<file path="config.mk">
export PLATFORM = sky130hd
export DESIGN_NAME = mp_add_sub
export DESIGN_NICKNAME = d
export VERILOG_FILES = /design/src/rtl/mp_add_sub_pkg.sv /design/src/rtl/mp_add_sub_nbit_adder.sv /design/src/rtl/mp_add_sub.sv
export SDC_FILE = /design/constraint.sdc
export NUM_CORES = 1
export LEC_CHECK = 0
export ABC_AREA = 1
export CAP_MARGIN = 20
export CORE_MARGIN = 4
export CORE_UTILIZATION = 47
export DETAILED_ROUTE_END_ITERATION = 10
export GPL_ROUTABILITY_DRIVEN = 0
export PLACE_DENSITY = 0.84
export SLEW_MARGIN = 20
export SYNTH_ARGS = -nofsm -noshare
export SYNTH_HDL_FRONTEND = slang
export SYNTH_SLANG_ARGS = --single-unit
</file>
<file path="constraint.sdc">
create_clock -name clk -period 2.9 [get_ports clk]
set_input_delay 0.87 -clock clk [delete_from_list [all_inputs] [get_ports clk]]
set_output_delay 0.87 -clock clk [all_outputs]
set_load 0.005 [all_outputs]
</file>
<file path="src/rtl/mp_add_sub_pkg.sv">
// Shared definitions for the multi-precision add/sub unit: FSM encoding and
// the bit positions of the flags inside the ALU status word.
package mp_add_sub_pkg;

    typedef enum logic {
        IDLE = 1'b0,
        RUN  = 1'b1
    } state_t;

    localparam int CF = 0;
    localparam int VF = 1;
    localparam int ZF = 2;
    localparam int FLAG_BITS = 3;

endpackage

</file>
<file path="src/rtl/mp_add_sub_nbit_adder.sv">
// Plain N-bit ripple adder with explicit carry in and carry out; one instance
// serves every chunk of the multi-precision operation.
module nbit_adder #(
    parameter int N = 8
) (
    input  logic [N-1:0] a,
    input  logic [N-1:0] b,
    input  logic         cin,
    output logic [N-1:0] sum,
    output logic         cout
);

    logic [N:0] total;

    assign total = {1'b0, a} + {1'b0, b} + {{N{1'b0}}, cin};
    assign sum   = total[N-1:0];
    assign cout  = total[N];

endmodule

</file>
<file path="src/rtl/mp_add_sub.sv">
// Sequential W-bit adder/subtractor: one N-bit chunk per clock, LSB chunk
// first, with a registered carry and carry/overflow/zero flags on completion.
module mp_add_sub
    import mp_add_sub_pkg::*;
#(
    parameter int N     = 8,
    parameter int WORDS = 4
) (
    input  logic               clk,
    input  logic               rst_n,
    input  logic               start,
    input  logic [N*WORDS-1:0] a,
    input  logic [N*WORDS-1:0] b,
    input  logic               addn_sub,
    output logic               busy,
    output logic               done,
    output logic [N*WORDS-1:0] s,
    output logic               cout,
    output logic               ovf,
    output logic               zero
);

    localparam int W  = N * WORDS;
    localparam int IW = $clog2(WORDS);
    localparam logic [IW-1:0] LAST = IW'(WORDS - 1);

    state_t               state;
    logic [W-1:0]         a_r;
    logic [W-1:0]         b_r;
    logic                 sub_r;
    logic                 carry;
    logic [IW-1:0]        idx;
    logic [W-1:0]         s_r;
    logic [FLAG_BITS-1:0] flags;

    logic [N-1:0] a_chunk;
    logic [N-1:0] b_chunk;
    logic [N-1:0] sum;
    logic         chunk_cout;
    logic [W-1:0] s_next;

    // Subtraction is A + ~B + 1: the inverted chunk here, the +1 via the carry seed.
    always_comb begin
        a_chunk = a_r[idx*N +: N];
        b_chunk = b_r[idx*N +: N] ^ {N{sub_r}};
        s_next  = s_r;
        s_next[idx*N +: N] = sum;
    end

    nbit_adder #(.N(N)) u_adder (
        .a    (a_chunk),
        .b    (b_chunk),
        .cin  (carry),
        .sum  (sum),
        .cout (chunk_cout)
    );

    always_ff @(posedge clk or negedge rst_n) begin
        if (!rst_n) begin
            state <= IDLE;
            a_r   <= '0;
            b_r   <= '0;
            sub_r <= 1'b0;
            carry <= 1'b0;
            idx   <= '0;
            s_r   <= '0;
            flags <= '0;
            busy  <= 1'b0;
            done  <= 1'b0;
        end else begin
            done <= 1'b0;
            case (state)
                IDLE: begin
                    if (start) begin
                        a_r   <= a;
                        b_r   <= b;
                        sub_r <= addn_sub;
                        carry <= addn_sub;
                        idx   <= '0;
                        state <= RUN;
                        busy  <= 1'b1;
                    end
                end
                RUN: begin
                    s_r   <= s_next;
                    carry <= chunk_cout;
                    idx   <= idx + IW'(1);
                    if (idx == LAST) begin
                        // Overflow: operands agree in sign but the result does not.
                        flags[CF] <= chunk_cout;
                        flags[VF] <= (a_r[W-1] == (b_r[W-1] ^ sub_r)) &&
                                     (sum[N-1] != a_r[W-1]);
                        flags[ZF] <= (s_next == '0);
                        idx       <= '0;
                        state     <= IDLE;
                        busy      <= 1'b0;
                        done      <= 1'b1;
                    end
                end
            endcase
        end
    end

    assign s    = s_r;
    assign cout = flags[CF];
    assign ovf  = flags[VF];
    assign zero = flags[ZF];

endmodule

</file>
==> results of run 1 <==
## path summary, 6_finish.rpt
check / cells past startpoint / from / endpoint
worst max-delay path: 20 / idx[0] / flags[2]
worst max register to register: 20 / idx[0] / flags[2]
worst min register to register: 2 / a_r[9] / a_r[9]
worst min-delay path: 1 / rst_n / a_r[7]
min in group clk: 2 / a_r[9] / a_r[9]
max in group asynchronous: 2 / rst_n / b_r[28]
## logic make-up (layout without fill, tap and decap cells)
logic type | count (synthesis) | in the layout | share of synthesized area, %
and+or+nand+nor | 435 | 435 | 31.0
DFF | 106 | 106 | 48.1
AOI/OAI and AO/OA | 99 | 99 | 9.98
buffers and inverters | 83 | 200 | 5.87
adders and majority gates | 15 | 15 | 3.67
xor gates and xnor gates | 9 | 9 | 1.43
## routing by layer
| metal | GRT usage [%] | wire (um) | vias to the layer above |
|---|---|---|---|
| met3 | 3.16 | 1150 | 50 |
| met5 | 0 | 0 | - |
| met1 | 31.1 | 6370 | 2515 |
| met2 | 37.8 | 7440 | 260 |
| met4 | 9.59 | 645 | 0 |
| li1 | - | - | 2603 |
## layout by cell type, fill, tap and decap left out, drive strengths merged, types with 8 or more instances in the layout
cell	n
clkbuf	9
nand3	29
dfrtp	106
inv	50
o22ai	16
nand2	317
o21ai	58
nand4	12
nor2	75
ha	13
clkdlybuf4s50	103
buf	31
xor2	8
a31oi	12
## per-stage QoR
step / instance area, um^2 / utilization, % / setup WS [ns] / hold WS [ns] / cells
after floorplan: 5530 / - / 0.0103 / 0.444 / 747
final: 7290 / 63.6 / 0.0458 / 0.439 / 1007
after CTS: 7130 / 62.2 / 0.0207 / 0.454 / 998
after detailed placement: 6800 / 59.3 / -0.0197 / 0.462 / 980
after global routing: 7290 / 63.6 / -0.205 / 0.468 / 1007
after global placement: 6800 / 59.3 / 0.0931 / 0.458 / 980
## registers in the layout, indices dropped and copies added (netlist names)
name,cells
b_r,32
s,32
sub_r,1
idx,2
busy,1
state,1
done,1
carry,1
flags,3
a_r,32
## power groups by stage
| stage | Sequential (mW) | Clock (mW) | Combinational, mW |
|---|---|---|---|
| global route | 2.71 | 1.34 | 7.49 |
| global placement | 2.61 | 0 | 5.73 |
| detailed placement | 2.62 | 0 | 5.89 |
| CTS | 2.61 | 1.28 | 6.00 |
| floorplan | 2.52 | 0 | 4.01 |
| finish | 2.64 | 1.27 | 6.75 |
## cell type report
class / count / share of cell area [%]
tap: 143 / 2.45
timing repair buffer: 134 / 18.1
clock inverter: 7 / 1.15
sequential: 106 / 36.4
clock buffer: 9 / 3.09
inverter: 50 / 2.71
multi-input combinational: 558 / 36.1
## worst reg2reg max path, cell delays in order, from the launching register on
cell and delay, ns:
dfrtp_2 0.48, clkinv_4 0.14, buf_12 0.17, o21ai_1 0.13, o22ai_1 0.10, xor2_1 0.17, buf_4 0.15, ha_1 0.30
nand2_1 0.10, nor2_1 0.04, nand2_1 0.08, nand3_1 0.07, nand2_1 0.08, nand2_2 0.11, nand2_1 0.08, o21ai_1 0.08
nor2_1 0.23, nand2_1 0.09, nor2_1 0.08, nand3_1 0.08, nand2_1 0.06
## repair_timing
| item | in CTS | in global routing |
|---|---|---|
| resized for setup | 3 | 39 |
| endpoints found under the hold margin | 0 | 0 |
| hold buffers | 0 | 0 |
| buffers inserted | 2 | 9 |
| endpoints found under the setup margin | 1 | 10 |
| pin swaps | 0 | 21 |
==> run metrics, run 1 <==
vias in the first global route 5,148; Achievable Freq 0.350 GHz; pin count of the biggest net entering global routing 68; Final Power 10.7 mW; total CTS buffers 9; total global routing overflow 0; Residual DRC 0; footprint of the multi-input gates 2630 um^2; Avg Cell Area, Syn 7.38 um^2; first-iteration detailed-routing DRC count 525; most frequent cell after synthesis nand2_1; synth top area cells dfrtp_1, nand2_1, o21ai_0; crit path max fanout 14; Int Pwr 5.47 mW; critical path class reg2reg; syn_nets 830; largest area contributor in the netlist dfrtp_1; Core Region 11,500 um^2; Tmin final 2.85 ns; Hold Crit Class in2async; CTS Sinks 106; Area Overhead vs Synth 32.2%; # nets final 942; Clock Path Buffers 2; top-area cell type share of the netlist area 48.1%; Clk Latency, worst-skew pair 0.36 ns; RSZ-0062 raised after global routing yes; die area 13,500 um^2; sw frac 48.7%; root buf cell clkbuf_16; Post-DP HPWL 11.0 mm; fraction of layout cells with a size suffix above 1 9.26%; clock skew 0.0105 ns; CTS tree built; Crit path max-delay family simple AND/OR/NAND/NOR gates; CP arrival 3.15 ns; first-pass GRT wire length 24.9 mm; P per Cell Area 1460 nW/um^2; register area 2650 um^2; Filler cells 938; period utilization 98.4%; register area share after synthesis 48.1%; Buf/Inv on CP 3; vias per inst 5.39; crit-path most repeated cell nand2_1; Rel. slew slack 53.7%; Vias 5,428; chip width 116 um; Critical Path, Cell by Cell clkinv_4 -> buf_12 -> o21ai_1 -> o22ai_1 -> xor2_1 -> buf_4 -> ha_1 -> nand2_1 -> nor2_1 -> nand2_1 -> nand3_1 -> nand2_1 -> nand2_2 -> nand2_1 -> o21ai_1 -> nor2_1 -> nand2_1 -> nor2_1 -> nand3_1 -> nand2_1; CP startpoint kind flip-flop; Final Hold Vio Count 0; sequential group share of total power 24.7%; IO Count 105; diode count 0; #FFs+latches synth 106; number of enable flip-flop cells after synthesis 0; deepest level of the CTS H-tree 3; Clock Power Share 11.9%; Starting Density 48.1%; Max VDD drop 0.877 mV; Netlist cell types 28; Pleak 3.60 nW; critical path endpoint category flip-flop; drt pass-1 iters 5; crit-path max cell delay 0.48 ns; Setup Viol. Count Final 0; Final Max Tran Viols 0; Syn. warnings 0; die height 116 um; Final ANT Viol Nets 0; slowest CP cell dfrtp_2; reg2reg setup slack 0.05 ns; Commonest cells post-synth nand2_1, dfrtp_1, nor2_1; TNS Setup 0 ns; switching pwr 5.20 mW; slew at the pin closest to its max-slew limit 0.689 ns; asr flop ratio synth 100%; routed length per instance 15.5 um; Clk pin slew, worst setup/hold paths 0.08 ns; DRT Wirelength 15.6 mm; Comb pwr share 63.3%; Gate Count Post-Synth 747; Post-Synthesis Cell Area 5520 um^2; outcome completed; Worst EP required 3.20 ns; number of cell rows 39; Port Buffers 104; maxcap violations 0; Most used DFF post-synth dfrtp_1; overall routing resource usage 23.1%; antenna violations before repair 0
Note: power is estimated with default switching activity, not from simulation.
==> run 2: changes to the inputs <==
--- a/config.mk
+++ b/config.mk
@@ -12,6 +12,7 @@
 export DETAILED_ROUTE_END_ITERATION = 10
 export GPL_ROUTABILITY_DRIVEN = 0
 export PLACE_DENSITY = 0.84
+export REMOVE_ABC_BUFFERS = 1
 export SLEW_MARGIN = 20
 export SYNTH_ARGS = -nofsm -noshare
 export SYNTH_HDL_FRONTEND = slang
==> constraint.sdc (replaced) <==
create_clock -name clk -period 2.9 [get_ports clk]
set_input_delay 0.58 -clock clk [delete_from_list [all_inputs] [get_ports clk]]
set_output_delay 0.58 -clock clk [all_outputs]
set_load 0.005 [all_outputs]
==> run metrics, run 2 (synthesis results as in run 1) <==
outcome finished, violations left (was completed); failing checks setup timing; Area Overhead vs Synth 29.9% (was 32.2%); fraction of layout cells with a size suffix above 1 6.55% (was 9.26%); critical path endpoint category flip-flop (unchanged); vias per inst 5.27 (was 5.39); Pleak 3.55 nW (was 3.60 nW); Filler cells 960 (was 938); routed length per instance 14.6 um (was 15.5 um); Post-DP HPWL 10.5 mm (was 11.0 mm); Setup WS post-layout -0.0226 ns (was 0.0458 ns); Post-DP Area 6770 um^2 (was 6800 um^2); register area 2650 um^2 (unchanged); vias in the first global route 5,117 (was 5,148); Tmin final 2.92 ns (was 2.85 ns); RSZ-0062 raised after global routing yes (unchanged); CP startpoint kind flip-flop (unchanged); Final Hold Vio Count 0 (unchanged); Residual DRC 0 (unchanged); die area 13,500 um^2 (unchanged); Clk Latency, worst-skew pair 0.34 ns (was 0.36 ns); CTS tree built (unchanged); drt pass-1 iters 5 (unchanged); P per Cell Area 1410 nW/um^2 (was 1460 nW/um^2); Port Buffers 104 (unchanged); first-pass GRT wire length 23.7 mm (was 24.9 mm); critical path class reg2reg (unchanged); Vias 5,264 (was 5,428); chip width 116 um (unchanged); Starting Density 48.1% (unchanged); reg2reg setup slack -0.02 ns (was 0.05 ns); number of cell rows 39 (unchanged); IO Count 105 (unchanged); pin count of the biggest net entering global routing 65 (was 68); total global routing overflow 0 (unchanged); R2R cell count 20 (unchanged); Clk pin slew, worst setup/hold paths 0.07 ns (was 0.08 ns); Clock Path Buffers 2 (unchanged); first-iteration detailed-routing DRC count 383 (was 525); die height 116 um (unchanged); crit path max fanout 26 (was 14); maxcap violations 0 (unchanged); total CTS buffers 9 (unchanged); Max VDD drop 0.715 mV (was 0.877 mV); CTS Hold Bufs 0 (unchanged); Final Max Tran Viols 0 (unchanged); antenna violations before repair 0 (unchanged); Worst Setup Slack post-DPL -0.0397 ns (was -0.0197 ns); period utilization 101% (was 98.4%); root buf cell clkbuf_16 (unchanged); DRT Wirelength 14.6 mm (was 15.6 mm); deepest level of the CTS H-tree 3 (unchanged); CTS Sinks 106 (unchanged); footprint of the multi-input gates 2580 um^2 (was 2630 um^2); design area 7160 um^2 (was 7290 um^2); Core Region 11,500 um^2 (unchanged); most frequent cells in the layout nand2_1, dfrtp_1, clkdlybuf4s50_1 (unchanged); Reg-to-Reg Start idx[0] (unchanged); overall routing resource usage 22.0% (was 23.1%); Achievable Freq 0.342 GHz (was 0.350 GHz); diode count 0 (unchanged); Setup Viol. Count Final 1 (was 0); Hold Crit Class in2async (unchanged); Final ANT Viol Nets 0 (unchanged); Worst EP required 3.13 ns (was 3.20 ns); CP arrival 3.16 ns (was 3.15 ns); # nets final 934 (was 942); leading cell type in the layout, fill and taps excluded nand2_1 (unchanged); clock skew 0.00483 ns (was 0.0105 ns); Rel. slew slack 52.5% (was 53.7%); slew at the pin closest to its max-slew limit 0.713 ns (was 0.689 ns); reg-to-reg endpoint flags[2] (unchanged)
-- run 2: changes by cell type in the layout (fill, tap and decap cells not counted), moves of 4 or more --
cell     change
buf_4        -6
nand2_2      -4
o21ai_1      -5
o21ai_0      +7
nand2_1      +4
-- run 2: layout make-up --
type,instances,share of cell area [%]
clock buffers,11,3.39
clock inverters,4,1.07
inverters,50,2.67
multi-input cells,558,36.0
flip-flops and latches,106,37.0
well taps,143,2.50
repair buffers,126,17.4
-- run 2: critical path, stage by stage (launching register included) --
cell and delay, ns:
dfrtp_2 0.43, inv_4 0.06, buf_4 0.14, buf_12 0.14, o21ai_0 0.19, o22ai_1 0.12
xor2_1 0.16, ha_1 0.37, nand2_1 0.11, nor2_1 0.13, nand2_1 0.08, nand3_1 0.09
nand2_1 0.06, nand2_1 0.17, nand2_1 0.07, o21ai_0 0.11, nor2_1 0.08, nand2_1 0.12
nor2_2 0.04, nand3_1 0.08, nand2_1 0.05
-- run 2: where the power goes --
part           switching (mW)  internal (mW)  total (mW)  leakage [nW]
registers               0.485           2.16        2.64          1.34
clock network           0.528          0.778        1.31         0.152
logic                    3.74           2.40        6.14          2.06
-- run 2: layer usage --
| metal | vias to the layer above | wire length, um | GRT usage [%] |
|---|---|---|---|
| met5 | - | 0 | 0 |
| met4 | 0 | 398 | 8.12 |
| met3 | 36 | 1040 | 3.58 |
| met2 | 225 | 6880 | 36.0 |
| met1 | 2409 | 6270 | 29.5 |
| li1 | 2594 | - | - |
-- run 2: worst max-delay path by stage --
stage | cells after the start | slack (ns) | startpoint | to
2_1_floorplan | 5 | -1.42 | state | sub_r
3_3_place_gp | 18 | 0.07 | idx[0] | flags[2]
3_5_place_dp | 18 | -0.04 | idx[0] | flags[2]
4_1_cts | 17 | 0.02 | idx[0] | flags[2]
5_1_grt | 20 | -0.21 | idx[0] | flags[2]
6_report | 20 | -0.02 | idx[0] | flags[2]
-- run 2: stage by stage --
stage	hold WS, ns	std cells	util (%)	TNS (ns)	power [mW]
final	0.276	998	62.5	-0.0226	10.1
after global routing	0.349	998	62.5	-0.315	11.0
after CTS	0.313	995	61.9	0	9.78
after detailed placement	0.462	978	59.0	-0.0397	8.38
after global placement	0.457	978	59.0	0	8.22
after floorplan	0.284	714	-	-97.51	6.40
-- run 2: what timing repair did --
action | CTS | global route
pin swaps | 0 | 8
resized for setup | 3 | 18
buffers inserted | 2 | 3
endpoints found under the setup margin | 1 | 9
